===== src/rtl/spi_slave_rx.sv =====
// SPI receive endpoint: oversamples sclk/cs/mosi on clk, shifts DATA_W bits LSB first,
// and presents each word on a valid/ready port with frame-error and overrun pulses.
module spi_slave_rx #(
    parameter int DATA_W     = 12,
    parameter int LEAD_EDGES = 1
) (
    input  logic              clk,
    input  logic              rst,
    input  logic              sclk,
    input  logic              cs,
    input  logic              mosi,
    output logic [DATA_W-1:0] dout,
    output logic              dout_valid,
    input  logic              dout_ready,
    output logic              frame_err,
    output logic              overrun,
    output logic              busy
);
    localparam int CNT_W = $clog2(DATA_W + 1);
    localparam logic [CNT_W-1:0] CNT_LAST = CNT_W'(DATA_W - 1);
    localparam logic [CNT_W-1:0] CNT_FULL = CNT_W'(DATA_W);
    localparam logic [CNT_W-1:0] CNT_LEAD = CNT_W'(LEAD_EDGES);

    typedef enum logic [1:0] {
        IDLE,
        LEAD,
        SHIFT,
        WAIT_CS
    } state_t;

    state_t state, state_next;

    logic sclk_p0, sclk_p1, sclk_p2;
    logic cs_p0, cs_p1, cs_p2;
    logic mosi_p0, mosi_p1;
    logic [1:0] warm_cnt;
    logic warm;
    logic sclk_fall, cs_fall, cs_rise;

    logic [CNT_W-1:0]  count, count_next;
    logic [DATA_W-1:0] shreg;
    logic [DATA_W-1:0] word;
    logic shift_en, load, frame_err_next;

    // Stage p0/p1: two-flop synchronizers; p2: history flop for edge detection
    always_ff @(posedge clk or posedge rst) begin
        if (rst) begin
            sclk_p0  <= 1'b0;
            sclk_p1  <= 1'b0;
            sclk_p2  <= 1'b0;
            cs_p0    <= 1'b1;
            cs_p1    <= 1'b1;
            cs_p2    <= 1'b1;
            mosi_p0  <= 1'b0;
            mosi_p1  <= 1'b0;
            warm_cnt <= 2'd0;
        end else begin
            sclk_p0 <= sclk;
            sclk_p1 <= sclk_p0;
            sclk_p2 <= sclk_p1;
            cs_p0   <= cs;
            cs_p1   <= cs_p0;
            cs_p2   <= cs_p1;
            mosi_p0 <= mosi;
            mosi_p1 <= mosi_p0;
            if (!warm)
                warm_cnt <= warm_cnt + 2'd1;
        end
    end

    // Reset values in the synchronizer are not real observations of the pins; until they
    // have flushed, a cs held low through reset would look like a fresh falling edge.
    assign warm      = (warm_cnt == 2'd3);
    assign sclk_fall = sclk_p2 & ~sclk_p1;
    assign cs_fall   = cs_p2 & ~cs_p1;
    assign cs_rise   = ~cs_p2 & cs_p1;

    always_comb begin
        state_next     = state;
        count_next     = count;
        shift_en       = 1'b0;
        load           = 1'b0;
        frame_err_next = 1'b0;
        case (state)
            IDLE: begin
                if (warm) begin
                    if (cs_fall) begin
                        state_next = LEAD;
                        count_next = '0;
                    end else if (!cs_p1) begin
                        state_next = WAIT_CS;
                    end
                end
            end
            LEAD: begin
                if (cs_rise) begin
                    frame_err_next = 1'b1;
                    state_next     = IDLE;
                    count_next     = '0;
                end else if (cs_fall) begin
                    frame_err_next = 1'b1;
                    count_next     = '0;
                end else if (count >= CNT_LEAD) begin
                    state_next = SHIFT;
                    count_next = '0;
                end else if (sclk_fall) begin
                    count_next = count + 1'b1;
                end
            end
            SHIFT: begin
                if (cs_rise) begin
                    frame_err_next = 1'b1;
                    state_next     = IDLE;
                    count_next     = '0;
                end else if (cs_fall) begin
                    frame_err_next = 1'b1;
                    state_next     = LEAD;
                    count_next     = '0;
                end else if (sclk_fall) begin
                    shift_en = 1'b1;
                    if (count == CNT_LAST) begin
                        load       = 1'b1;
                        state_next = WAIT_CS;
                        count_next = CNT_FULL;
                    end else if (count < CNT_FULL) begin
                        count_next = count + 1'b1;
                    end
                end
            end
            WAIT_CS: begin
                if (cs_rise) begin
                    state_next = IDLE;
                    count_next = '0;
                end
            end
            default: begin
                state_next = IDLE;
                count_next = '0;
            end
        endcase
    end

    always_ff @(posedge clk or posedge rst) begin
        if (rst) begin
            state <= IDLE;
            count <= '0;
        end else begin
            state <= state_next;
            count <= count_next;
        end
    end

    // Shift register holds only partial-frame data; every bit is rewritten before use.
    always_ff @(posedge clk) begin
        if (shift_en)
            shreg[count] <= mosi_p1;
    end

    assign word = {mosi_p1, shreg[DATA_W-2:0]};

    // Output stage: word hand-off, overrun and frame-error pulses
    always_ff @(posedge clk or posedge rst) begin
        if (rst) begin
            dout       <= '0;
            dout_valid <= 1'b0;
            frame_err  <= 1'b0;
            overrun    <= 1'b0;
        end else begin
            frame_err <= frame_err_next;
            overrun   <= load && dout_valid && !dout_ready;
            if (load) begin
                dout       <= word;
                dout_valid <= 1'b1;
            end else if (dout_ready) begin
                dout_valid <= 1'b0;
            end
        end
    end

    assign busy = (state == LEAD) || (state == SHIFT);

endmodule

===== config.mk =====
export PLATFORM = sky130hd
export DESIGN_NAME = spi_slave_rx
export DESIGN_NICKNAME = d
export VERILOG_FILES = /design/src/rtl/spi_slave_rx.sv
export SDC_FILE = /design/constraint.sdc
export NUM_CORES = 1
export LEC_CHECK = 0
export CAP_MARGIN = 10
export CORE_ASPECT_RATIO = 0.75
export CORE_MARGIN = 1
export CORE_UTILIZATION = 35
export CTS_CLUSTER_DIAMETER = 150
export DETAILED_ROUTE_END_ITERATION = 10
export PLACE_DENSITY_LB_ADDON = 0.25
export SLEW_MARGIN = 0
export SYNTH_ARGS = -nofsm -noshare
export SYNTH_HDL_FRONTEND = slang
export SYNTH_SLANG_ARGS = --single-unit

===== constraint.sdc =====
create_clock -name clk -period 2.7 [get_ports clk]
set_input_delay 0.54 -clock clk [delete_from_list [all_inputs] [get_ports clk]]
set_output_delay 0.54 -clock clk [all_outputs]
set_load 0.005 [all_outputs]

# [Word-level counts from Yosys, hierarchy flattened]
# Index checks and enable logic that the tools add are counted.
[totals] reg_bits=43 input_bits=6 out_inout_bits=16 elab_cells=95
[op_classes] n_addsub=2 order_cmp=4 n_eq_ne=15 muxes=42 n_bitwise=6 n_reduce_logical=10
[op_table] cell="2-to-1 mux 4 bit" n=12
[op_table] cell="2-to-1 mux 2 bit" n=11
[op_table] cell="one-hot mux 4 bit (4 select lines)" n=1
[op_table] cell="2-to-1 mux 1 bit" n=15
[op_table] cell="bitwise mux 12 bit" n=1
[op_table] cell="!= test 5 bit (second input constant)" n=2
[op_table] cell="!= test 3 bit (second input constant)" n=3
[op_table] cell=">= comparator 4 x 1 -> 1 bit (second input constant)" n=2
[op_table] cell="!= test 4 bit (second input constant)" n=2
[op_table] cell="one-hot mux 2 bit (4 select lines)" n=1
[op_table] cell="AND reduction 7 bit" n=1
[op_table] cell="== test 2 bit (second input constant)" n=3
[op_table] cell="!= test 2 bit (second input constant)" n=3
[op_table] cell="AND reduction 6 bit" n=1
[op_table] cell="less-than comparator 4 x 5 -> 1 bit (second input constant)" n=1
[op_table] cell="adder 4 x 1 -> 4 bit (second input constant)" n=1
[op_table] cell="demux 1 bit (select 4 bit)" n=1
[op_table] cell="== test 4 bit (second input constant)" n=1
[op_table] cell="less-than comparator 4 bit (second input constant)" n=1
[op_table] cell="bitwise AND 1 bit" n=3
[op_table] cell="logical AND 1 bit" n=3
[op_table] cell="NOT 1 bit" n=3
[op_table] cell="adder 2 x 1 -> 2 bit (second input constant)" n=1
[op_table] cell="== test 2 x 1 -> 1 bit (second input constant)" n=1
[op_table] cell="other kinds (5)" n=5

# [Logic depth before layout (Yosys ltp)]
# Gate-level depths: netlist of run 1.
[depth] word_depth=8 mapped_depth=6 ltp_nobuf=6

# [Worst setup path after synthesis of run 1]
# No wires, ideal clock.
[synth_path] path_kind="register to register" from="reg cs_p1" to="reg shreg[4], enable pin" setup_time_ns=0.292 t_arrival_ns=1.655 required_ns=2.408 setup_slack_ns=0.753 path_stages_with_launch=7 n_path_buf=0 synth_period_minus_slack_ns=1.947 cell_sequence="dfstp_2 inv_1 ha_1 nor3b_2 nand2_1 nor3b_1 and2_1"
[synth_via] elab_chain_cells=5 elab_cells_between_ends=6 classes_between="mux: 3; bitwise: 3"
[synth_rtl] element="from (decl)" line_no="34" source="logic cs_p0, cs_p1, cs_p2;"
[synth_rtl] element="from (signal assigned)" line_no="62" source="cs_p1 <= cs_p0;"
[synth_rtl] element="NOT 1 bit" line_no="75" source="assign cs_fall = cs_p2 & ~cs_p1;"
[synth_rtl] element="bitwise AND 1 bit" line_no="75"
[synth_rtl] element="2-to-1 mux 1 bit" line_no="115" source="end else if (cs_fall) begin"
[synth_rtl] element="2-to-1 mux 1 bit *" line_no="111" source="if (cs_rise) begin"
[synth_rtl] element="2-to-1 mux 1 bit *" line_no="84" source="case (state)"
[synth_rtl] element="to (signal, indexed assignment)" line_no="156" source="shreg[count] <= mosi_p1;"
[synth_rtl] element="to (decl)" line_no="41" source="logic [DATA_W-1:0] shreg;"
# Mark *: on every way between the ends. The rest lies on a longest branch, timed or not.
# A chain may end at the register's enable or synchronous reset.

# [Worst setup path in the final report of run 1]
[layout_path] from="reg cs_p1" to="reg shreg[7], enable pin"
# Same word-level chain as after synthesis.

==> results of run 1 <==
[cells in the mapped netlist, drive strengths merged (2+ instances only)]
| cell type | n |
|---|---|
| dfstp | 3 |
| buf | 3 |
| nor2 | 2 |
| nor3b | 2 |
| a22oi | 2 |
| and3 | 4 |
| dfrtp | 28 |
| edfxtp | 11 |
| nand3 | 2 |
| nand2 | 5 |
| nor3 | 3 |
| o2bb2ai | 2 |
| mux2 | 14 |
| ha | 13 |
| a221oi | 2 |
| nor2b | 4 |
| inv | 8 |
| mux2i | 2 |
| nand2b | 3 |
| and2 | 8 |
| a21oi | 2 |
| nor4b | 2 |
[worst register-to-register path, stage by stage (launching register included)]
cell	delay (ns)
dfstp_2	0.56
inv_1	0.07
ha_1	0.30
nor3b_2	0.32
nand2_1	0.14
nor3b_1	0.39
and2_1	0.20
[kinds of logic (layout without fill, tap and decap cells)]
kind of cell / count (synthesis) / in the layout / synth area share (%)
AND/OR/NAND/NOR: 42 / 42 / 15.5
AO/OA/AOI/OAI: 14 / 14 / 6.42
buffers and inverters: 11 / 38 / 3.21
multiplexers: 16 / 16 / 10.4
XOR/XNOR: 1 / 1 / 0.440
flip-flops: 42 / 42 / 55.8
adder cells (fa/ha/maj): 13 / 13 / 8.18
[routing by layer]
metal / wire, microns / vias up / track usage (%)
met5: 0 / - / 0
met4: 61 / 0 / 5.36
met3: 112 / 7 / 4.03
met2: 1480 / 23 / 18.9
li1: - / 550 / -
met1: 1560 / 574 / 15.4
[metrics by stage]
| stage | hold WS (ns) | instance area (sq um) |
|---|---|---|
| 2_1_floorplan | 0.331 | 1990 |
| 3_3_place_gp | 0.335 | 2270 |
| 6_report | 0.354 | 2360 |
| 3_5_place_dp | 0.336 | 2270 |
| 4_1_cts | 0.356 | 2360 |
| 5_1_grt | 0.360 | 2360 |
[area by class of cell]
class	count	area, sq um
inverters	8	30.0
multi-input cells	86	816
repair buffers	22	218
clock inverters	3	25.0
flip-flops and latches	42	1110
well taps	75	93.8
fillers	507	3050
clock buffers	5	68.8
[worst max path at each step]
stage          cells after the start  slack (ns)                   to
2_1_floorplan                      6        0.75   shreg[4]$_DFFE_PP_
3_3_place_gp                       5        0.56  dout[2]$_DFFE_PP0P_
3_5_place_dp                       6        0.48   shreg[7]$_DFFE_PP_
4_1_cts                            6        0.48   shreg[7]$_DFFE_PP_
5_1_grt                            6        0.36   shreg[5]$_DFFE_PP_
6_report                           6        0.45   shreg[7]$_DFFE_PP_
[power groups by stage]
stage	combinational (W)	sequential [W]	clock [W]
floorplan	0.000344	0.000720	0
global placement	0.000458	0.000722	0
detailed placement	0.000463	0.000727	0
CTS	0.000470	0.000713	0.000442
global route	0.000514	0.000718	0.000470
finish	0.000471	0.000714	0.000429
[layout by cell type, fill, tap and decap left out, types with 4 or more instances in the layout]
| cell type | count |
|---|---|
| and2_1 | 8 |
| and3_1 | 4 |
| clkbuf_8 | 5 |
| clkdlybuf4s50_1 | 21 |
| dfrtp_1 | 28 |
| edfxtp_1 | 11 |
| ha_1 | 13 |
| inv_1 | 7 |
| mux2_2 | 6 |
| mux2_4 | 8 |
| nand2_1 | 4 |
| nor2b_1 | 4 |
[state kept, by name, summed over array words and instances (netlist names)]
| signal | cells |
|---|---|
| dout | 12 |
| shreg | 11 |
| count | 4 |
| state | 2 |
| warm_cnt | 2 |
| cs_p0 | 1 |
| cs_p1 | 1 |
| cs_p2 | 1 |
| dout_valid | 1 |
| frame_err | 1 |
| mosi_p0 | 1 |
| mosi_p1 | 1 |
| overrun | 1 |
| sclk_p0 | 1 |
| sclk_p1 | 1 |
| sclk_p2 | 1 |
==> flow_metrics.py, run 1 <==
metrics = {
    "worst_setup_path": {
        "rr_endpoint": "shreg[7]$_DFFE_PP_",
        "slowest_delay_ns": 0.56,
        "path_max_fanout": 7,
        "startpoint": "cs_p1$_DFF_PP1_",
        "worst-path-buf-inv": 1,
        "r2r_setup_slack_ns": 0.45,
        "critPathArrivalTime_ns": 2.28,
        "crit_path_start_kind": "flip-flop",
        "cp-end-kind": "flip-flop",
        "r2r-start": "cs_p1$_DFF_PP1_",
        "crit_type": "flip-flop to flip-flop",
        "crit_chain": "inv_1 > ha_1 > nor3b_2 > nand2_1 > nor3b_1 > and2_1",
        "cp_slowest_cell": "dfstp_2",
        "critPathTopFamily": "simple AND/OR/NAND/NOR gates",
        "crit_required_ns": 2.73,
        "worstRegToRegCells": 6,
    },
    "synth": {
        "synth-edff-count": 11,
        "synth_area_leaders": "dfrtp_1, edfxtp_1, ha_1",
        "synth-async-reset-ratio_pct": 73.8,
        "ys_types": 43,
        "syn-num-nets": 158,
        "synth_seq_cells": 42,
        "synth_warnings": 0,
        "netlist.area_leader.share_pct": 35.2,
        "synth.avg_cell_area_sq_um": 14.3,
        "syn_area_sq_um": 1990,
        "synth_ff_type": "dfrtp_1",
        "synth_area_leader_cell": "dfrtp_1",
        "ys_seq_area_share_pct": 55.8,
        "synth_cells": 139,
    },
    "worst_hold_path": {
        "hold_path.class": "flip-flop to flip-flop",
        "whs_endpoint": "mosi_p1$_DFF_PP0_",
        "min_path_cells": 0,
        "hp-start": "mosi_p0$_DFF_PP0_",
    },
    "cts": {
        "clock_sinks": 42,
        "cts_buffers": 5,
        "cts_hold_buf": 0,
        "htreeDepth": 2,
        "clk_latency_ns": 0.30,
        "cts_setup_buffers": 0,
        "cts.repair.resized": 0,
        "path_clk_slew_ns": 0.09,
        "tritoncts": "built",
        "clock_path_buffers": 2,
        "ctsRootBufferMaster": "clkbuf_8",
    },
    "finish": {
        "drive_gt1_share_pct": 21.7,
        "nets": 184,
        "post-route-util_pct": 43.6,
        "stdcell_count": 241,
        "area_growth_pct": 18.7,
        "n_antenna_cell": 0,
    },
    "sta": {
        "fin_crit_ns": 2.25,
        "report.final.slew_viol_count": 0,
        "hold_violations": 0,
        "fin_crit_sh_pct": 83.5,
        "setup_viol": 0,
        "rsz0062_at_grt": "false",
        "fin_ws_ns": 0.447,
        "fmax_mhz": 444,
        "finalSetupTns_ns": 0,
        "clock_skew_ns": 0.00750,
        "slew_headroom_pct": 66.3,
        "tightest_slew_ns": 0.505,
    },
    "floorplanning": {
        "coreArea_sq_um": 5410,
        "initial_core_util_pct": 36.8,
        "rows": 23,
        "die_area_sq_um": 5990,
        "die_x_microns": 89.1,
        "die_y_microns": 67.3,
        "num_io_pins": 22,
    },
    "power_and_ir_drop": {
        "finalPower_w": 0.00161,
        "internal-power_w": 0.00110,
        "clkPwrFrac_pct": 26.6,
        "swShare_pct": 31.6,
        "ir_drop_v": 0.000186,
        "p_sw_w": 0.000511,
        "power_density_nw_per_um2": 683,
        "combPwrFrac_pct": 29.2,
        "sequentialPowerShare_pct": 44.2,
        "p_leak_nw": 1.04,
    },
    "place": {
        "dp_worst_setup_slack_ns": 0.475,
        "dpl.cell_count": 233,
        "port_buffers": 21,
        "place.detailed.hpwl_microns": 2260,
        "routabilityCongestion": 0.829,
    },
    "route": {
        "firstDrtPassIters": 4,
        "final_antenna_net_count": 0,
        "wire_per_inst_microns": 13.3,
        "num_vias": 1154,
        "drcViolationCount": 0,
        "vias_per_cell": 4.79,
        "postRouteWirelength_microns": 3210,
        "drt_iter0_drc": 43,
    },
    "grt": {
        "grt_pass1_wl_microns": 5270,
        "gr-total-overflow": 0,
        "grt_usage_pct": 12.1,
        "antenna_found_initial": 0,
        "grt_max_degree": 32,
        "first_global_vias": 1108,
    },
    "run_status": {
        "status": "finished, final reports clean",
    },
    "job": {
        "cap_violations": 0,
    },
}
Note: power is estimated with default switching activity, not from simulation.
==> inputs of run 2 (changes only) <==
==> constraint.sdc (replaced) <==
create_clock -name clk -period 2.3 [get_ports clk]
set_input_delay 0.46 -clock clk [delete_from_list [all_inputs] [get_ports clk]]
set_output_delay 0.46 -clock clk [all_outputs]
set_load 0.005 [all_outputs]
==> run 2 against run 1 <==
Sequential power rose by 18%; maximum frequency rose by 5.3%; wire length rose by 3.6%.
==> flow_metrics.py, run 2 (synthesis results as in run 1) <==
metrics = {
    "route": {
        "postRouteWirelength_microns": 3330,
        "vias_per_cell": 4.89,
        "wire_per_inst_microns": 13.6,
        "final_antenna_net_count": 0,
        "num_vias": 1192,
        "firstDrtPassIters": 4,
        "drt_iter0_drc": 31,
        "drcViolationCount": 0,
    },
    "finish": {
        "seqCellArea_sq_um": 1110,
        "layout_commonest_cell": "dfrtp_1",
        "multi_input_area_sq_um": 816,
        "reg_top3": "dout (12), shreg (11), count (4)",
        "drive_gt1_share_pct": 23.1,
        "top_register": "dout",
        "final_cell_mix": "dfrtp_1, clkdlybuf4s50_1, ha_1",
        "post-route-util_pct": 44.0,
        "largest_reg_flops": 12,
        "nets": 187,
        "n_antenna_cell": 0,
        "fillers": 501,
        "area_growth_pct": 19.7,
    },
    "grt": {
        "grt_usage_pct": 12.4,
        "gr-total-overflow": 0,
        "grt_max_degree": 32,
        "first_global_vias": 1131,
        "antenna_found_initial": 0,
        "grt_pass1_wl_microns": 5330,
    },
    "worst_setup_path": {
        "cp-endpoint": "count[0]$_DFFE_PP0P_",
        "startpoint": "cs_p1$_DFF_PP1_",
        "critPathArrivalTime_ns": 2.32,
        "rr_endpoint": "count[0]$_DFFE_PP0P_",
        "worstRegToRegCells": 6,
        "path_max_fanout": 5,
        "crit_chain": "inv_1 > ha_1 > and4_1 > a221oi_4 > o41ai_2 > mux2_2",
        "r2r_setup_slack_ns": 0.16,
        "slowest_delay_ns": 0.56,
        "r2r-start": "cs_p1$_DFF_PP1_",
        "crit_required_ns": 2.48,
        "cp_slowest_cell": "dfstp_2",
        "crit_path_start_kind": "flip-flop",
        "crit_type": "flip-flop to flip-flop",
        "cp-end-kind": "flip-flop",
    },
    "sta": {
        "slew_headroom_pct": 69.3,
        "clock_skew_ns": 0.0148,
        "finalSetupTns_ns": 0,
        "fin_crit_ns": 2.14,
        "rsz0062_at_grt": "false",
        "tightest_slew_ns": 0.461,
        "report.final.slew_viol_count": 0,
        "setup_viol": 0,
        "fmax_mhz": 467,
        "hold_violations": 0,
        "fin_crit_sh_pct": 93.0,
    },
    "cts": {
        "cts.repair.resized": 0,
        "clock_sinks": 42,
        "tritoncts": "built",
        "clock_path_buffers": 2,
        "clk_latency_ns": 0.30,
        "cts_hold_buf": 0,
        "cts_buffers": 5,
        "htreeDepth": 2,
        "cts_setup_buffers": 0,
        "path_clk_slew_ns": 0.09,
        "ctsRootBufferMaster": "clkbuf_8",
    },
    "run_status": {
        "status": "finished, final reports clean",
    },
    "floorplanning": {
        "coreArea_sq_um": 5410,
        "initial_core_util_pct": 36.8,
        "rows": 23,
        "die_y_microns": 67.3,
        "die_area_sq_um": 5990,
        "die_x_microns": 89.1,
        "num_io_pins": 22,
    },
    "place": {
        "routabilityCongestion": 0.845,
        "port_buffers": 21,
        "place.detailed.hpwl_microns": 2480,
    },
    "job": {
        "cap_violations": 0,
    },
    "power_and_ir_drop": {
        "ir_drop_v": 0.000240,
        "p_leak_nw": 1.06,
        "power_density_nw_per_um2": 792,
    },
    "worst_hold_path": {
        "hold_path.class": "flip-flop to flip-flop",
    },
}
[run 2: cell types whose count changed in the layout (fill, tap and decap cells not counted)]
cell	change
clkinvlp_4	+1
buf_4	+3
clkinv_4	-1
[run 2: cell type report]
cell class              count  share of cell area (%)
clock buffers               5                    2.89
clock inverters             3                   0.998
inverters                   8                    1.26
multi-input cells          86                    34.2
flip-flops and latches     42                    46.6
well taps                  75                    3.94
repair buffers             25                    10.1
[run 2: metrics by stage]
step	std cells	hold WS, ns	area [sq um]	worst slack, ns	power, W
2_1_floorplan	139	0.331	1990	0.353	0.00125
3_5_place_dp	236	0.343	2290	0.205	0.00142
4_1_cts	244	0.361	2380	0.165	0.00191
6_report	244	0.359	2380	0.161	0.00189
3_3_place_gp	236	0.335	2290	0.262	0.00139
5_1_grt	244	0.369	2380	0.0462	0.00199
[run 2: critical path: cells and delay by family (launching register included)]
| family | cells | cell delay, ns |
|---|---|---|
| flops | 1 | 0.56 |
| compound gates | 2 | 0.49 |
| fa+ha+maj | 1 | 0.35 |
| mux | 1 | 0.28 |
| simple gates | 1 | 0.26 |
| buf+inv | 1 | 0.06 |
[run 2: worst min path at each step]
stage,cells past startpoint,from,end
5_1_grt,0,mosi_p0$_DFF_PP0_,mosi_p1$_DFF_PP0_
2_1_floorplan,0,mosi_p0$_DFF_PP0_,mosi_p1$_DFF_PP0_
3_3_place_gp,0,mosi_p0$_DFF_PP0_,mosi_p1$_DFF_PP0_
4_1_cts,0,cs_p0$_DFF_PP1_,cs_p1$_DFF_PP1_
6_report,0,cs_p0$_DFF_PP1_,cs_p1$_DFF_PP1_
3_5_place_dp,0,sclk_p0$_DFF_PP0_,sclk_p1$_DFF_PP0_
[run 2: layer usage]
| layer | track usage (%) | vias to the layer above | routed length, microns |
|---|---|---|---|
| met1 | 15.0 | 589 | 1480 |
| met4 | 6.94 | 0 | 97 |
| met5 | 0 | - | 0 |
| li1 | - | 553 | - |
| met3 | 3.79 | 13 | 160 |
| met2 | 19.9 | 37 | 1590 |
[run 2: where the power goes]
group	switching, W	internal (W)
Sequential	0.0000317	0.000807
Clock	0.000264	0.000217
Combinational	0.000296	0.000271
Total	0.000592	0.00130
==> inputs of run 3 (changes only) <==
--- a/config.mk
+++ b/config.mk
@@ -5,6 +5,7 @@
 export SDC_FILE = /design/constraint.sdc
 export NUM_CORES = 1
 export LEC_CHECK = 0
+export ABC_CLOCK_PERIOD_IN_PS = 2300
 export CAP_MARGIN = 10
 export CORE_ASPECT_RATIO = 0.75
 export CORE_MARGIN = 1
==> results of run 3 <==
The final DEF is identical to that of run 2; final timing and power are the same.
